### config.mk
export PLATFORM = sky130hd
export DESIGN_NAME = regfile_sb
export DESIGN_NICKNAME = d
export VERILOG_FILES = /design/src/rtl/regfile_sb_pkg.sv /design/src/rtl/regfile_sb_scoreboard.sv /design/src/rtl/regfile_sb.sv
export SDC_FILE = /design/constraint.sdc
export NUM_CORES = 2
export LEC_CHECK = 0
export CAP_MARGIN = 20
export CORE_MARGIN = 8
export CORE_UTILIZATION = 45
export DETAILED_ROUTE_END_ITERATION = 16
export GPL_TIMING_DRIVEN = 0
export PLACE_DENSITY = 0.57
export SLEW_MARGIN = 20
export SYNTH_ARGS = -nofsm -noshare
export SYNTH_HDL_FRONTEND = slang
export SYNTH_SLANG_ARGS = --single-unit
### constraint.sdc
create_clock -name clk -period 7.3 [get_ports clk]
set_input_delay 0.73 -clock clk [delete_from_list [all_inputs] [get_ports clk]]
set_output_delay 0.73 -clock clk [all_outputs]
set_load 0.01 [all_outputs]
### src/rtl/regfile_sb_pkg.sv
// Shared constants for the scoreboarded register file.
// Configuration macro: REGFILE_SB_BYPASS_EN (writeback-to-read forwarding).
package riscv_rf_pkg;

    localparam int XLEN_DEF = 32;
    localparam int NREG_DEF = 32;

    function automatic int aw_of(input int nreg);
        return $clog2(nreg);
    endfunction

endpackage

### src/rtl/regfile_sb_scoreboard.sv
// Busy-bit scoreboard with flush, issue/writeback priority and live count.
// Priority per edge: flush > issue set > writeback clear.
module regfile_scoreboard
    import riscv_rf_pkg::*;
#(
    parameter int NREG = NREG_DEF,
    localparam int AW = aw_of(NREG)
) (
    input  logic            clk,
    input  logic            rst_n,
    input  logic            iss_valid,
    input  logic [AW-1:0]   iss_rd,
    input  logic            wb_valid,
    input  logic [AW-1:0]   wb_rd,
    input  logic            flush,
    output logic [NREG-1:0] busy,
    output logic [AW:0]     busy_cnt
);

    logic [NREG-1:0] busy_nxt;
    logic [AW:0]     cnt_nxt;

    always_comb begin
        busy_nxt = busy;
        if (wb_valid) busy_nxt[wb_rd] = 1'b0;
        if (iss_valid) busy_nxt[iss_rd] = 1'b1;
        if (flush) busy_nxt = '0;
        busy_nxt[0] = 1'b0;
    end

    always_comb begin
        cnt_nxt = '0;
        for (int i = 0; i < NREG; i++) begin
            cnt_nxt = cnt_nxt + (AW+1)'(busy_nxt[i]);
        end
    end

    always_ff @(posedge clk or negedge rst_n) begin
        if (!rst_n) begin
            busy     <= '0;
            busy_cnt <= '0;
        end else begin
            busy     <= busy_nxt;
            busy_cnt <= cnt_nxt;
        end
    end

endmodule

### src/rtl/regfile_sb.sv
// Register file with combinational read ports and a busy-bit scoreboard.
// Define REGFILE_SB_BYPASS_EN to forward writeback data to same-cycle reads.
module regfile_sb
    import riscv_rf_pkg::*;
#(
    parameter int XLEN = XLEN_DEF,
    parameter int NREG = NREG_DEF,
    parameter int NRP  = 2,
    localparam int AW  = aw_of(NREG)
) (
    input  logic                clk,
    input  logic                rst_n,
    input  logic [NRP*AW-1:0]   rd_addr_i,
    output logic [NRP*XLEN-1:0] rd_data_o,
    output logic [NRP-1:0]      rd_busy_o,
    input  logic                iss_valid_i,
    input  logic [AW-1:0]       iss_rd_i,
    input  logic                wb_valid_i,
    input  logic [AW-1:0]       wb_rd_i,
    input  logic [XLEN-1:0]     wb_data_i,
    input  logic                flush_i,
    output logic [AW:0]         busy_cnt_o
);

    logic [XLEN-1:0] regs [NREG];
    logic [NREG-1:0] busy;
    logic            wb_en;
    logic            iss_en;

    assign wb_en  = wb_valid_i && (wb_rd_i != '0);
    assign iss_en = iss_valid_i && (iss_rd_i != '0);

    // regs[0] is never written, so it holds its reset value of zero
    always_ff @(posedge clk or negedge rst_n) begin
        if (!rst_n) begin
            for (int i = 0; i < NREG; i++) regs[i] <= '0;
        end else if (wb_en) begin
            regs[wb_rd_i] <= wb_data_i;
        end
    end

    regfile_scoreboard #(
        .NREG (NREG)
    ) u_sb (
        .clk       (clk),
        .rst_n     (rst_n),
        .iss_valid (iss_en),
        .iss_rd    (iss_rd_i),
        .wb_valid  (wb_en),
        .wb_rd     (wb_rd_i),
        .flush     (flush_i),
        .busy      (busy),
        .busy_cnt  (busy_cnt_o)
    );

    for (genvar p = 0; p < NRP; p++) begin : g_rd
        logic [AW-1:0] addr;
        assign addr = rd_addr_i[p*AW +: AW];
`ifdef REGFILE_SB_BYPASS_EN
        logic fwd;
        assign fwd = wb_en && (wb_rd_i == addr);
        assign rd_data_o[p*XLEN +: XLEN] = fwd ? wb_data_i : regs[addr];
        assign rd_busy_o[p] = fwd ? 1'b0 : busy[addr];
`else
        assign rd_data_o[p*XLEN +: XLEN] = regs[addr];
        assign rd_busy_o[p] = busy[addr];
`endif
    end

endmodule

==> impl_metrics.py <==
metrics = {
    "run_status": {
        "outcome": "complete, no violations",
    },
    "timing": {
        "rsz0062_at_grt": "false",
        "setup_violations": 0,
        "final.period_utilization_pct": 95.1,
        "relSlewSlack_pct": 18.2,
        "maxSlewViolCount": 0,
        "max_freq_ghz": 0.144,
        "period_minus_slack_ns": 6.94,
        "hold_slack_ns": 0.394,
        "worstMarginPinSlew_ns": 1.23,
        "hold_violations": 0,
        "worst_clock_skew_ns": 0.0141,
    },
    "die": {
        "start_util_pct": 45.2,
        "core_area_um2": 123000,
        "num_rows": 129,
        "die-area_um2": 135000,
        "die_h_um": 368,
        "io_pins": 129,
        "die_x_um": 368,
    },
    "global_route": {
        "antenna_found_initial": 5,
        "grt_max_degree": 139,
        "grtUsageMet3_pct": 7.37,
        "grt_pass1_wl_um": 284000,
        "top_usage_layer": "met2",
        "grt_usage_pct": 29.1,
        "gr-usage-met1_pct": 38.8,
        "globalRouteOverflowTotal": 0,
        "grt_pass1_vias": 38300,
        "met2_usage_pct": 45.2,
    },
    "detailed_routing": {
        "wl_um": 199000,
        "drt_iter0_drc": 3647,
        "wl_per_cell_um": 35.4,
        "vias_per_cell": 6.55,
        "num_vias": 36800,
        "drcViolationCount": 0,
        "ant_nets": 0,
        "dr.pass1.iters": 5,
    },
    "clock_tree": {
        "cts_buffer_depth": 3,
        "clk_latency_ns": 0.76,
        "cts_num_sinks": 1061,
        "cts_tree": "yes",
        "cts_buffers": 130,
        "post_cts_buffers": 0,
        "root_buffer": "clkbuf_16",
        "post_cts_resized": 0,
        "htree_levels": 4,
        "clkTransAtPathRegs_ns": 0.06,
    },
    "hold_path": {
        "hold_path_class": "primary input to flip-flop",
    },
    "power": {
        "power_density_nw_per_um2": 279,
        "vdd_drop_max_mv": 0.241,
        "leakagePower_nw": 27.1,
    },
    "logic_synthesis": {
        "netlist_top_cells_area": "dfrtp_1 48%, mux4_2 21%, mux2_2 20%",
        "synth_edf_count": 0,
        "syn_inst": 3609,
        "yosysTopAreaCell": "dfrtp_1",
        "synth_area_per_cell_um2": 15.4,
        "synth_warnings": 0,
        "synth.most_common_cell": "dfrtp_1",
        "netlist.area_leader.share_pct": 47.7,
        "syn-cell-area_um2": 55700,
        "synth_top_flop_cell": "dfrtp_1",
        "synth_nets": 3698,
        "synth_async_sr_flop_share_pct": 100,
        "synth_seq_cells": 1061,
        "synth_top_cells_by_count": "1061 x dfrtp_1, 992 x mux2_2, 520 x mux4_2",
        "synth_cell_type_count": 47,
        "ys_seq_area_share_pct": 47.7,
    },
    "placed_design": {
        "portBuffers": 122,
        "dp_hpwl_um": 137000,
        "place_congestion": 0.892,
    },
    "critical_path": {
        "cp-start-kind": "primary input",
        "slowest_delay_ns": 0.69,
        "path_cells": "clkdlybuf4s50_1 -> nor3_1 -> nand2_1 -> buf_2 -> a22oi_1 -> nor2_1 -> ha_1 -> inv_1 -> fa_1 -> fa_1 -> fa_1 -> fa_1 -> fa_1 -> fa_1 -> inv_1 -> ha_1 -> inv_1 -> fa_1 -> inv_1 -> a21o_1 -> a21oi_1 -> xnor2_1",
        "cp-end-kind": "flip-flop",
        "crit_fanout": 10,
        "arrival_ns": 7.58,
        "cpMaxStageDelayCell": "clkdlybuf4s50_1",
        "crit_top_cell": "fa_1",
        "worst-setup-path-type": "primary input to flip-flop",
        "crit_required_ns": 7.93,
    },
    "cells_and_area": {
        "nNetsFinal": 3962,
        "layout-drive-gt1-share_pct": 49.5,
        "utilization_pct": 51.6,
        "syn_to_final_growth_pct": 14.2,
    },
    "job": {
        "max_cap_violations": 0,
    },
}
[flip-flops by register name, summed over array words and instances (netlist names)]
signal,cells
u_sb.busy,31
regs,1024
u_sb.busy_cnt,6
[timing repair]
action,in CTS,in global routing
endpoints found under the hold margin,97,0
setup endpoints to repair,0,0
hold buffers,1,0
[worst paths after layout]
check	from	to	slack (ns)	depth (start not counted)
worst max-delay path	wb_rd_i[3]	u_sb.busy_cnt[4]$_DFF_PN0_	0.36	22
max in group asynchronous	rst_n	regs[393]$_DFFE_PN0P_	3.57	7
worst max register to register	u_sb.busy[2]$_DFF_PN0_	u_sb.busy_cnt[4]$_DFF_PN0_	2.13	18
min in group asynchronous	rst_n	regs[56]$_DFFE_PN0P_	0.53	2
worst min-delay path	flush_i	u_sb.busy[7]$_DFF_PN0_	0.39	2
worst min register to register	regs[1011]$_DFFE_PN0P_	regs[1011]$_DFFE_PN0P_	0.48	1
[per-stage QoR]
stage | cell area (um^2) | setup slack (ns) | TNS (ns) | cells | total power [W]
finish | 63600 | 0.359 | 0 | 5611 | 0.0178
global placement | 59000 | -44.46 | - | 5368 | 0.0111
global route | 63600 | 0.144 | 0 | 5608 | 0.0184
floorplan | 55700 | 1.43 | 0 | 3609 | 0.0100
CTS | 63600 | 0.435 | 0 | 5608 | 0.0178
detailed placement | 59200 | -0.333 | -0.732 | 5377 | 0.0112
[critical path, delay by kind of cell]
family	cells	cell delay [ns]
buffers and inverters	6	1.41
xor gates and xnor gates	1	0.13
and+or+nand+nor	3	1.07
adders and majority gates	9	3.83
AOI/OAI and AO/OA	3	0.38
[where the power goes]
part | switching (W) | internal (W)
logic | 0.00132 | 0.00204
registers | 0.000828 | 0.00697
clock network | 0.00261 | 0.00401
[placed cells by master, fill, tap and decap left out, drive strengths merged, types with 9 or more instances in the layout]
cell,synthesis,routed
clkinv,0,20
fa,23,23
nand2,58,58
o22ai,259,259
buf,213,223
ha,9,9
o21ai,17,17
clkdlybuf4s50,0,121
a21oi,28,28
nor2,30,30
inv,36,38
dfrtp,1061,1061
mux4,520,520
nand3b,11,11
clkbuf,196,396
nor4,64,64
a21o,20,20
mux2,1000,1000
[per-layer routing]
layer	vias up	part of all wire [%]
met5	-	0.0055
met4	2	4.8
met3	437	7.9
met2	1639	46
met1	20100	41
li1	14600	-
[cell type report]
| class | count | area [um^2] |
|---|---|---|
| fillers | 10500 | 59700 |
| multi-input cells | 2103 | 26900 |
| flip-flops and latches | 1061 | 26600 |
| clock buffers | 200 | 4010 |
| plain buffers | 409 | 2150 |
| well taps | 1637 | 2050 |
| repair buffers | 132 | 1480 |
| clock inverters | 30 | 347 |
| inverters | 36 | 135 |
| diodes | 3 | 7.51 |
[kinds of logic (layout without fill, tap and decap cells)]
group	after synthesis	after routing	synth area share (%)
xor+xnor	3	3	0.0472
buf+inv	445	807	4.07
flops	1061	1061	47.7
other cells	0	3	0
compound gates	338	338	3.78
fa+ha+maj	32	32	1.03
simple gates	204	204	2.07
mux	1526	1526	41.3
(Power assumes the default switching activity.)
